$ cat src/rtl/uart_tx_arbiter_pkg.sv
// Shared types and sizing helpers for the UART transmit arbiter.
// The arbiter and its round-robin picker both import this package.
package uart_tx_arbiter_pkg;

  typedef enum logic [2:0] {
    ST_IDLE       = 3'd0,
    ST_LOAD       = 3'd1,
    ST_STROBE     = 3'd2,
    ST_WAIT_START = 3'd3,
    ST_WAIT_DONE  = 3'd4,
    ST_GAP        = 3'd5
  } state_t;

  localparam int DEF_NUM_REQ       = 4;
  localparam int DEF_GAP_CYCLES    = 16;
  localparam int DEF_START_TIMEOUT = 15;

  // Width of a requester index; at least one bit.
  function automatic int idx_width(input int n);
    return (n > 1) ? $clog2(n) : 1;
  endfunction

  // One counter serves both the start timeout and the inter-frame gap.
  function automatic int cnt_width(input int gap, input int timeout);
    int m;
    m = (gap > timeout) ? gap : timeout;
    return (m > 1) ? $clog2(m + 1) : 1;
  endfunction

  // Index of the set bit of a one-hot vector; zero for an all-zero vector.
  function automatic int onehot_idx(input logic [7:0] oh);
    int idx;
    idx = 0;
    for (int i = 0; i < 8; i++) begin
      idx = oh[i] ? i : idx;
    end
    return idx;
  endfunction

endpackage

$ cat src/rtl/uart_tx_arbiter_rr_pick.sv
// Combinational round-robin picker: first requester set, searching upward
// from the one after last_grant and wrapping around.
module uart_tx_arbiter_rr_pick
  import uart_tx_arbiter_pkg::*;
#(
  parameter int NUM_REQ = DEF_NUM_REQ,
  parameter int IDX_W   = idx_width(DEF_NUM_REQ)
) (
  input  logic [NUM_REQ-1:0] req,
  input  logic [IDX_W-1:0]   last_grant,
  output logic [NUM_REQ-1:0] grant
);

  logic [IDX_W-1:0] idx;
  logic             found;
  logic             hit;

  // Priority scan; the last granted requester is visited last.
  always_comb begin
    grant = '0;
    found = 1'b0;
    idx   = '0;
    hit   = 1'b0;
    for (int off = 1; off <= NUM_REQ; off++) begin
      idx        = IDX_W'((int'(last_grant) + off) % NUM_REQ);
      hit        = !found && req[idx];
      grant[idx] = grant[idx] | hit;
      found      = found | hit;
    end
  end

endmodule

$ cat src/rtl/uart_tx_arbiter.sv
// Arbitrates several byte-stream requesters onto one UART transmitter,
// holding ownership for a whole frame and spacing frames by an idle gap.
module uart_tx_arbiter
  import uart_tx_arbiter_pkg::*;
#(
  parameter int NUM_REQ       = DEF_NUM_REQ,
  parameter int GAP_CYCLES    = DEF_GAP_CYCLES,
  parameter int START_TIMEOUT = DEF_START_TIMEOUT
) (
  input  logic                 clk,
  input  logic                 reset_n,
  input  logic [NUM_REQ-1:0]   req_valid,
  input  logic [8*NUM_REQ-1:0] req_data,
  input  logic [NUM_REQ-1:0]   req_last,
  output logic [NUM_REQ-1:0]   req_ready,
  output logic [7:0]           tx_data,
  output logic                 tx_wr,
  input  logic                 tx_idle,
  output logic [NUM_REQ-1:0]   grant,
  output logic                 busy
);

  localparam int IDX_W = idx_width(NUM_REQ);
  localparam int CNT_W = cnt_width(GAP_CYCLES, START_TIMEOUT);
  localparam logic [31:0] TIMEOUT_LIM = 32'(START_TIMEOUT);
  localparam logic [31:0] GAP_LIM     = 32'(GAP_CYCLES);

  state_t             state_r, state_nx;
  logic [NUM_REQ-1:0] grant_r, grant_nx, pick;
  logic [IDX_W-1:0]   last_grant_r, last_grant_nx;
  logic [CNT_W-1:0]   cnt_r, cnt_nx;
  logic [7:0]         tx_data_r, tx_data_nx, sel_data;
  logic               last_r, last_nx, sel_last, sel_valid;
  logic               tx_wr_r, busy_r;
  logic               timeout_hit, gap_done;

  uart_tx_arbiter_rr_pick #(
    .NUM_REQ (NUM_REQ),
    .IDX_W   (IDX_W)
  ) u_rr_pick (
    .req        (req_valid),
    .last_grant (last_grant_r),
    .grant      (pick)
  );

  // Byte, last flag and valid of the current owner.
  always_comb begin
    sel_data = 8'h00;
    sel_last = 1'b0;
    for (int i = 0; i < NUM_REQ; i++) begin
      sel_data = sel_data | (req_data[8*i +: 8] & {8{grant_r[i]}});
      sel_last = sel_last | (req_last[i] & grant_r[i]);
    end
    sel_valid = |(req_valid & grant_r);
  end

  // A zero limit behaves like one: the state is left after a single cycle.
  assign timeout_hit = (32'(cnt_r) + 32'd1) >= TIMEOUT_LIM;
  assign gap_done    = (32'(cnt_r) + 32'd1) >= GAP_LIM;

  // Next-state logic; the counter restarts at zero whenever it is not held.
  always_comb begin
    state_nx      = state_r;
    grant_nx      = grant_r;
    last_grant_nx = last_grant_r;
    cnt_nx        = '0;
    tx_data_nx    = tx_data_r;
    last_nx       = last_r;
    case (state_r)
      ST_IDLE: begin
        if (|req_valid) begin
          grant_nx = pick;
          state_nx = ST_LOAD;
        end else begin
          state_nx = ST_IDLE;
        end
      end
      ST_LOAD: begin
        if (sel_valid) begin
          tx_data_nx = sel_data;
          last_nx    = sel_last;
          state_nx   = ST_STROBE;
        end else begin
          state_nx = ST_LOAD;
        end
      end
      ST_STROBE: begin
        state_nx = ST_WAIT_START;
      end
      ST_WAIT_START: begin
        // A transmitter that never drops idle still releases the byte.
        if (!tx_idle || timeout_hit) begin
          state_nx = ST_WAIT_DONE;
        end else begin
          cnt_nx = cnt_r + CNT_W'(1);
        end
      end
      ST_WAIT_DONE: begin
        if (tx_idle) begin
          state_nx = last_r ? ST_GAP : ST_LOAD;
        end else begin
          state_nx = ST_WAIT_DONE;
        end
      end
      ST_GAP: begin
        if (gap_done) begin
          grant_nx      = '0;
          last_grant_nx = IDX_W'(onehot_idx(8'(grant_r)));
          state_nx      = ST_IDLE;
        end else begin
          cnt_nx = cnt_r + CNT_W'(1);
        end
      end
      default: begin
        state_nx = ST_IDLE;
        grant_nx = '0;
      end
    endcase
  end

  // State and output registers; tx_wr and busy are registered decodes of the next state.
  always_ff @(posedge clk) begin
    if (!reset_n) begin
      state_r      <= ST_IDLE;
      grant_r      <= '0;
      last_grant_r <= IDX_W'(NUM_REQ - 1);
      cnt_r        <= '0;
      tx_data_r    <= 8'h00;
      last_r       <= 1'b0;
      tx_wr_r      <= 1'b0;
      busy_r       <= 1'b0;
    end else begin
      state_r      <= state_nx;
      grant_r      <= grant_nx;
      last_grant_r <= last_grant_nx;
      cnt_r        <= cnt_nx;
      tx_data_r    <= tx_data_nx;
      last_r       <= last_nx;
      tx_wr_r      <= (state_nx == ST_STROBE);
      busy_r       <= (state_nx != ST_IDLE);
    end
  end

  assign req_ready = (state_r == ST_LOAD) ? (grant_r & req_valid) : '0;
  assign tx_data   = tx_data_r;
  assign tx_wr     = tx_wr_r;
  assign grant     = grant_r;
  assign busy      = busy_r;

endmodule

$ cat config.mk
export PLATFORM = sky130hd
export DESIGN_NAME = uart_tx_arbiter
export DESIGN_NICKNAME = d
export VERILOG_FILES = /design/src/rtl/uart_tx_arbiter_pkg.sv /design/src/rtl/uart_tx_arbiter_rr_pick.sv /design/src/rtl/uart_tx_arbiter.sv
export SDC_FILE = /design/constraint.sdc
export NUM_CORES = 1
export LEC_CHECK = 0
export CAP_MARGIN = 20
export CORE_ASPECT_RATIO = 1.4
export CORE_MARGIN = 3
export CORE_UTILIZATION = 44
export CTS_CLUSTER_SIZE = 28
export DETAILED_ROUTE_END_ITERATION = 16
export HOLD_SLACK_MARGIN = 0.15
export PLACE_DENSITY = 0.78
export SETUP_SLACK_MARGIN = 0.2
export SYNTH_ARGS = -nofsm -noshare
export SYNTH_HDL_FRONTEND = slang
export SYNTH_SLANG_ARGS = --single-unit
$ cat constraint.sdc
create_clock -name clk -period 2.9 [get_ports clk]
set_input_delay 0.58 -clock clk [delete_from_list [all_inputs] [get_ports clk]]
set_output_delay 0.58 -clock clk [all_outputs]
set_load 0.005 [all_outputs]
# Word-level counts from Yosys, hierarchy flattened
# Cells that the tools add are included.
# classes
n_addsub,6
order_cmp,10
eq_ne,8
mux,44
bitwise,23
reduce_logical,20
# op_table
cell,n
8-bit bitwise AND,4
"32-bit by 4-bit >= comparator with 1-bit output, second input constant",1
8-bit OR,3
3-bit one-hot mux with 6 select lines,1
1-bit binary-select mux with 2-bit select,8
1-bit 2-to-1 mux,14
4-bit bitwise mux,3
"2-bit by 3-bit less-than comparator with 1-bit output, second input constant",4
3-bit 2-to-1 mux,4
4-bit 2-to-1 mux,3
4-bit one-hot mux with 3 select lines,1
4-bit OR reduction,3
5-bit 2-to-1 mux,2
5-bit one-hot mux with 2 select lines,1
"3-bit by 2-bit equality test with 1-bit output, second input constant",3
1-bit OR,9
4-bit bitwise AND,2
1-bit demux with 2-bit select,4
"2-bit by 1-bit >= comparator with 1-bit output, second input constant",4
1-bit logical AND,7
"5-bit by 1-bit adder with 6-bit output, second input constant",1
"3-bit equality test, second input constant",2
"6-bit by 5-bit >= comparator with 1-bit output, second input constant",1
2-bit 2-to-1 mux,3
13 further kinds,23
# totals
register_bits,25
inputBits,43
out_inout_bits,18
word_cells,119

# Logic depth before layout (Yosys ltp)
# Gate-level depths: netlist of the first run.
# depth
word_depth,20
ltp_mapped,12
depth_no_buf,9

# Hierarchy
# From an unflattened synthesis of the first run, not the netlist that was laid out.
# unflattened
cells_unflattened,221
area_unflattened_um2,1933.1
# by_module_without_submodules
mod,instances,cells_each,area_per_inst_um2,seq_area_each_um2
uart_tx_arbiter,1,146,1357.6,500.5
uart_tx_arbiter_rr_pick,1,75,575.6,0.0

# Least setup slack after synthesis of the first run
# No wires, ideal clock.
# synth_timing
path_type,register -> register
start,reg last_grant_r[0]
end,"reg grant_r[0], in the netlist grant[0]"
setup_time_ns,0.126
arrival_time_ns,2.859
required_time_ns,2.774
slack_ns,-0.085
stages_incl_launch_ff,12
path_buffers,2
synth_period_minus_slack_ns,2.985
cell_sequence,dfxtp_1 -> buf_6 -> inv_1 -> ha_1 -> buf_6 -> mux4_2 -> mux2i_4 -> nor2_1 -> or3b_1 -> a311o_1 -> nand4_2 -> o211ai_1
# synth_between
elab_chain_cells,20
word_cells_on_any_way,58
cone_classes,add/sub: 4; order compare: 8; mux: 29; bitwise: 7; reduce/logical: 10
# synth_rtl
element,line_no,rtl
from (decl),uart_tx_arbiter.sv:30,"logic [IDX_W-1:0] last_grant_r, last_grant_nx;"
from (signal assigned),uart_tx_arbiter.sv:126,last_grant_r <= IDX_W'(NUM_REQ - 1);
from (signal assigned),uart_tx_arbiter.sv:135,last_grant_r <= last_grant_nx;
2-bit by 1-bit adder with 2-bit output,uart_tx_arbiter_rr_pick.sv:25,idx = IDX_W'((int'(last_grant) + off) % NUM_REQ);
2-bit by 3-bit less-than comparator with 1-bit output (implied by the code) / 2-bit by 1-bit >= comparator with 1-bit output (equally long branches),uart_tx_arbiter_rr_pick.sv:27,grant[idx] = grant[idx] | hit;
1-bit logical AND (implied by the code),uart_tx_arbiter_rr_pick.sv:27,
1-bit 2-to-1 mux (implied by the code),uart_tx_arbiter_rr_pick.sv:27,
1-bit demux with 2-bit select,-,
4-bit bitwise AND (no source line),-,
1-bit binary-select mux with 2-bit select,uart_tx_arbiter_rr_pick.sv:27,
1-bit 2-to-1 mux (implied by the code),uart_tx_arbiter_rr_pick.sv:27,
[4 not listed],-,
1-bit OR,uart_tx_arbiter_rr_pick.sv:27,
4-bit bitwise mux,uart_tx_arbiter_rr_pick.sv:27,
1-bit binary-select mux with 2-bit select,uart_tx_arbiter_rr_pick.sv:27,
1-bit 2-to-1 mux (implied by the code),uart_tx_arbiter_rr_pick.sv:27,
1-bit OR,uart_tx_arbiter_rr_pick.sv:27,
4-bit bitwise mux *,uart_tx_arbiter_rr_pick.sv:27,
4-bit 2-to-1 mux *,uart_tx_arbiter.sv:71,if (|req_valid) begin
4-bit one-hot mux with 3 select lines *,uart_tx_arbiter.sv:69,case (state_r)
to (signal assigned),uart_tx_arbiter.sv:134,grant_r <= grant_nx;
to (decl),uart_tx_arbiter.sv:29,"logic [NUM_REQ-1:0] grant_r, grant_nx, pick;"
# Every way passes the cells marked *; elsewhere a longest branch is shown, timed or not. The select of a mux whose other input is x is not followed.
# A chain may end at the register's enable or synchronous reset.

# Worst setup path in the final report of the first run
# layout_timing
start,reg last_grant_r[0]
end,"reg grant_r[1], in the netlist grant[1]"
# Same word-level chain as after synthesis.

==> qor.txt, run 1 <==
Slowest stage cell, crit path -> or4bb_4
Area delta synth->final -> 40.24%
H-tree levels -> 1
Critical R2R Capture -> grant[1]
Final setup violation count -> 0
CTS Buffer Depth -> 2
Hold depth -> 1
PnR worst setup slack -> 0.1727 ns
Vias in the first global route -> 2200
# nets final -> 379
Fin. Hold Viols -> 0
Fmax -> 366.7 MHz
Period Utilization, post-route -> 0.9405
Worst r2r src -> last_grant_r[0]
Post-synthesis mux area share -> 0.05900
Worst-skew pair later-pin latency -> 0.27 ns
Worst-path clk slew -> 0.09 ns
Post-Synth XOR/XNOR Area -> 0.004130
Crit. path cell count -> 10
Core outline area -> 4608 µm²
Post-Synthesis Cells -> 252
Post-synth cell types -> 63
Leakage -> 1.224 nW
Hold endpoint -> cnt_r[0]
GRT Overall Usage -> 0.2275
RSZ-0062 raised after global routing -> true
Fill cells -> 432
Worst path cell trace -> clkinvlp_4, ha_4, buf_4, and3b_1, nor3_2, or3_4, or4bb_4, a311o_2, nand4_4, o211ai_1
Fin area -> 2974 µm²
DIE WIDTH -> 64.68 µm
Post-synth EDFFs -> 0
Worst VDD drop -> 219.4 µV
Adder-cell share of the synthesized area -> 0.05900
Largest net degree at the start of global routing -> 20
Synthesized flop and latch total -> 25
Critical path's largest stage delay -> 0.53 ns
Pre-CTS setup slack -> -0.1829 ns
IO Port Bufs -> 60
Syn_nets -> 305
Routed WL per cell -> 16.72 µm
Setup TNS after final layout -> 0 ns
Post-synth ARST share -> 0
Most used DFF post-synth -> dfxtp_1
Worst reg2reg path depth -> 10
# rows -> 29
CTS tree -> built
HP Start -> cnt_r[0]
Min cycle time layout -> 2.727 ns
I/O pin count -> 61
Critical Path AT -> 2.88 ns
TritonCTS Buffers -> 3
Worst EP required -> 3.05 ns
Total power -> 838.7 µW
CTS Hold Bufs -> 0
Simple-gate share of the synthesized area -> 0.2655
Synth Warn # -> 0
Worst Hold Class -> flip-flop to flip-flop
Max-Cap Viols -> 0
Detailed Place HPWL -> 4930 µm
Vias/cell -> 5.868
DRT iter0 DRCs -> 125
Crit path max fanout -> 4
Initial antenna violation count -> 0
CP startpoint kind -> flip-flop
Register-to-Register Setup Slack -> 0.17 ns
RD Place Congestion -> 1.014
Layout Utilization -> 0.6454
Die Ht -> 88.15 µm
Status -> finished, final reports clean
Power per cell area -> 282.0 nW/µm²
CP bufs+invs -> 2
Clock Skews -> 0.004048 ns
Grt ovf -> 0
Initial Util -> 0.4602
WL final -> 6470 µm
Share of layout cells above drive strength 1 -> 0.1938
Final antenna-violating net count -> 0
Sequential share of the synthesized area -> 0.2360
Root buf cell -> clkbuf_8
Vias -> 2271
Post-route DRC -> 0
First-pass GRT wire length -> 10370 µm
Synthesized area -> 2121 µm²
Placed cell area -> 2858 µm²
Die area -> 5701 µm²
Top delay family on crit path -> simple AND/OR/NAND/NOR gates
Largest family of logic cells by synthesized area -> compound AO/OA/AOI/OAI gates
Max Slew Vio Count -> 0
CP Class -> flip-flop to flip-flop
Pre-antenna DRT Iters -> 4
Diode count -> 0
Critical path capture point type -> flip-flop
Avg Inst Size Synth -> 8.416 µm²
Post-synthesis compound-gate area fraction -> 0.2785
Clk sinks -> 25
## sequential cells by signal (all words and copies together) (netlist names)
signal        cells
tx_data           8
cnt_r             5
grant             4
state_r           3
last_grant_r      2
busy              1
last_r            1
tx_wr             1
## logic make-up after synthesis
kind of cell / count (synthesis)
AND/OR/NAND/NOR: 100
AO/OA/AOI/OAI: 76
buffers and inverters: 32
flip-flops: 25
adder cells (fa/ha/maj): 10
multiplexers: 7
other: 1
XOR/XNOR: 1
## worst max-delay path by stage
stage / slack [ns] / startpoint / end
finish: 0.17 / last_grant_r[0] / grant[1]
global route: 0.06 / last_grant_r[0] / grant[1]
floorplan: -0.009 / last_grant_r[0] / grant[0]
global placement: -0.11 / req_valid[0] / grant[0]
detailed placement: -0.18 / req_valid[0] / grant[1]
CTS: 0.20 / last_grant_r[0] / grant[1]
## where the power goes
part | switching, mW | internal, mW
clock network | 0.115 | 0.0973
logic | 0.103 | 0.146
registers | 0.0152 | 0.362
total | 0.234 | 0.605
## Yosys cell counts (3+ instances only)
cell type,number,area (µm²)
dfxtp_1,25,500.5
nand2_1,20,75.07
a22oi_1,18,135.1
nor2_1,18,67.56
nand3_1,17,85.08
inv_1,11,41.29
ha_1,10,125.1
a21oi_1,9,45.04
o211a_1,9,90.09
clkbuf_1,8,30.03
o211ai_1,7,52.55
nand2b_1,6,37.54
nor3_1,6,30.03
o21ai_0,6,30.03
buf_6,4,45.04
clkbuf_8,4,55.05
nor4b_1,4,35.03
a21boi_0,3,22.52
buf_4,3,22.52
nor2b_1,3,18.77
nor4_1,3,18.77
or3_1,3,18.77
## metal layers
metal / wire length [µm] / GRT usage / up-vias / share of wire
met4: 122 / 0.07500 / 0 / 0.019
met2: 3606 / 0.4370 / 63 / 0.56
met1: 2540 / 0.2588 / 1093 / 0.39
met3: 200 / 0.02439 / 10 / 0.031
li1: - / - / 1105 / -
met5: 0 / 0 / - / 0
## layout by cell type, fill, tap and decap left out, types with 3 or more instances in the layout
cell type	n
clkdlybuf4s50_1	56
buf_4	27
dfxtp_1	23
nand2_1	20
a22oi_1	18
nor2_1	17
nand3_1	17
inv_1	10
a21oi_1	9
o211a_1	9
o211ai_1	7
ha_1	7
nand2b_1	6
o21ai_0	6
nor3_1	5
dlygate4sd2_1	4
a21boi_0	3
nor2b_1	3
mux4_2	3
nor4b_1	3
nor4_1	3
clkbuf_8	3
buf_6	3
## through the flow
step                      hold slack (ns)  instances
after global placement             0.4540        380
final                              0.4847        387
after CTS                          0.4890        387
after detailed placement           0.4669        380
after floorplan                    0.4344        252
after global routing               0.5364        387
## final cells by class
type / instances / area (µm²) / share of cell area
Clock buffer: 3 / 41.29 / 0.01388
Clock inverter: 1 / 7.507 / 0.002524
Inverter: 11 / 45.04 / 0.01515
Multi-Input combinational cell: 195 / 1468 / 0.4935
Sequential cell: 25 / 503.0 / 0.1691
Tap cell: 62 / 77.57 / 0.02608
Timing Repair Buffer: 90 / 832.0 / 0.2798
## what timing repair did
item,CTS,global route
pin swaps,7,1
endpoints found under the setup margin,4,4
resized for setup,17,1
setup buffers,3,0
Power figures use the tool's default switching activity.
==> inputs of run 2 (changes only) <==
--- a/config.mk
+++ b/config.mk
@@ -9,11 +9,13 @@
 export CORE_ASPECT_RATIO = 1.4
 export CORE_MARGIN = 3
 export CORE_UTILIZATION = 44
+export CTS_CLUSTER_DIAMETER = 150
 export CTS_CLUSTER_SIZE = 28
 export DETAILED_ROUTE_END_ITERATION = 16
 export HOLD_SLACK_MARGIN = 0.15
 export PLACE_DENSITY = 0.78
 export SETUP_SLACK_MARGIN = 0.2
+export SKIP_CTS_REPAIR_TIMING = 1
 export SYNTH_ARGS = -nofsm -noshare
 export SYNTH_HDL_FRONTEND = slang
 export SYNTH_SLANG_ARGS = --single-unit
==> qor.txt, run 2 (synthesized netlist as in run 1, its figures left out) <==
Status -> finished, final reports clean
Initial Util -> 0.4602
Post-route DRC -> 0
Setup TNS after final layout -> 0 ns
Grt ovf -> 0
# nets final -> 377
CP most frequent cell -> buf_4
CP Class -> primary input to flip-flop
GRT Overall Usage -> 0.2162
Diode count -> 0
Critical path's largest stage delay -> 0.49 ns
Met2 usage -> 0.4088
Vias in the first global route -> 2131
Total power -> 837.1 µW
RD Place Congestion -> 1.014
Vias/cell -> 5.800
Placed cell area -> 2858 µm²
CTS Buffer Depth -> 2
Worst path cell trace -> clkdlybuf4s50_1, mux4_2, or3_4, buf_4, buf_4, nor4b_2, o31ai_1, nand4_2, o211ai_1
Fmax -> 356.9 MHz
Leakage -> 1.236 nW
TritonCTS Buffers -> 3
Worst-skew pair later-pin latency -> 0.27 ns
Detailed Place HPWL -> 4930 µm
Worst EP required -> 3.09 ns
Max FFs per register -> 8
Critical path capture point type -> flip-flop
Die Ht -> 88.15 µm
CP bufs+invs -> 3
Placed insts -> 380
Hold depth -> 1
Fill cells -> 436
Routed WL per cell -> 16.18 µm
Commonest non-fill, non-tap cell in the layout -> clkdlybuf4s50_1
GRT busiest layer -> met2
Clk sinks -> 25
Final antenna-violating net count -> 0
Crit path max fanout -> 4
Commonest non-fill, non-tap cells in the layout -> 57 x clkdlybuf4s50_1, 28 x buf_4, 23 x dfxtp_1, 20 x nand2_1, 18 x a22oi_1
Period Utilization, post-route -> 0.9661
Layout Utilization -> 0.6378
HP Start -> cnt_r[0]
I/O pin count -> 61
Critical R2R Capture -> grant[1]
Pre-antenna DRT Iters -> 4
CP startpoint kind -> primary input
Top delay family on crit path -> simple AND/OR/NAND/NOR gates
Worst VDD drop -> 219.2 µV
Vias -> 2233
Pre-CTS setup slack -> -0.1829 ns
Clock Skews -> 0.005620 ns
Worst-path clk slew -> 0.09 ns
Worst reg2reg path depth -> 10
DIE WIDTH -> 64.68 µm
Critical Path AT -> 2.99 ns
Power per cell area -> 284.8 nW/µm²
DRT iter0 DRCs -> 128
Fin. Hold Viols -> 0
# rows -> 29
Min cycle time layout -> 2.802 ns
Max Slew Vio Count -> 0
Max-Cap Viols -> 0
Initial antenna violation count -> 0
Area delta synth->final -> 38.58%
Largest net degree at the start of global routing -> 20
Die area -> 5701 µm²
Slowest stage cell, crit path -> mux4_2
Core outline area -> 4608 µm²
Grt met1 use -> 0.2545
RSZ-0062 raised after global routing -> true
Share of layout cells above drive strength 1 -> 0.1796
Root buf cell -> clkbuf_8
IO Port Bufs -> 60
Fin cells -> 385
Final hold slack -> 0.4835 ns
Worst Hold Class -> flip-flop to flip-flop
H-tree levels -> 1
GR met3 Demand/Resource -> 0.01797
First-pass GRT wire length -> 9908 µm
Register-to-Register Setup Slack -> 0.12 ns
PnR worst setup slack -> 0.09828 ns
WL final -> 6231 µm
Hold endpoint -> cnt_r[0]
Final setup violation count -> 0
Worst r2r src -> last_grant_r[0]
CTS tree -> built
Fin area -> 2939 µm²
[run 2: cell types whose count changed in the layout (fill, tap and decap cells not counted), moves of 2 or more]
cell            previous run  this run
ha_1                       7         9
dlymetal6s2s_1             0         3
dlygate4sd2_1              4         0
buf_6                      3         0
ha_2                       2         0
[run 2: final cells by class]
cell class              count  area (µm²)  area share
clock inverters             1       7.507    0.002554
clock buffers               3       41.29     0.01405
multi-input cells         195        1446      0.4921
repair buffers             88       818.3      0.2784
well taps                  62       77.57     0.02639
inverters                  11       45.04     0.01533
flip-flops and latches     25       503.0      0.1711
[run 2: report_power, final]
group	switching [mW]	internal [mW]	leakage (nW)
Clock	0.116	0.0973	0.0217
Sequential	0.0155	0.362	0.203
Combinational	0.101	0.145	1.01
Total	0.233	0.605	1.24
[run 2: worst max-delay path by stage]
stage	cells after the start	slack, ns	end	startpoint
2_1_floorplan	11	-0.009	grant[0]	last_grant_r[0]
3_5_place_dp	9	-0.18	grant[1]	req_valid[0]
6_report	9	0.1	grant[1]	req_valid[1]
4_1_cts	10	0.03	grant[1]	last_grant_r[0]
5_1_grt	9	-0.02	grant[1]	last_grant_r[0]
3_3_place_gp	9	-0.11	grant[0]	req_valid[0]
[run 2: per-layer routing]
metal,share of wire,up-vias
met4,0.022,0
met5,0,-
li1,-,1100
met1,0.41,1071
met2,0.54,50
met3,0.026,12
[run 2: worst register-to-register path: cells and delay by family (launching register included)]
family / cells / cell delay [ns]
compound gates: 2 / 0.39
simple gates: 3 / 0.57
mux: 2 / 0.77
fa+ha+maj: 1 / 0.26
buf+inv: 2 / 0.31
flops: 1 / 0.36
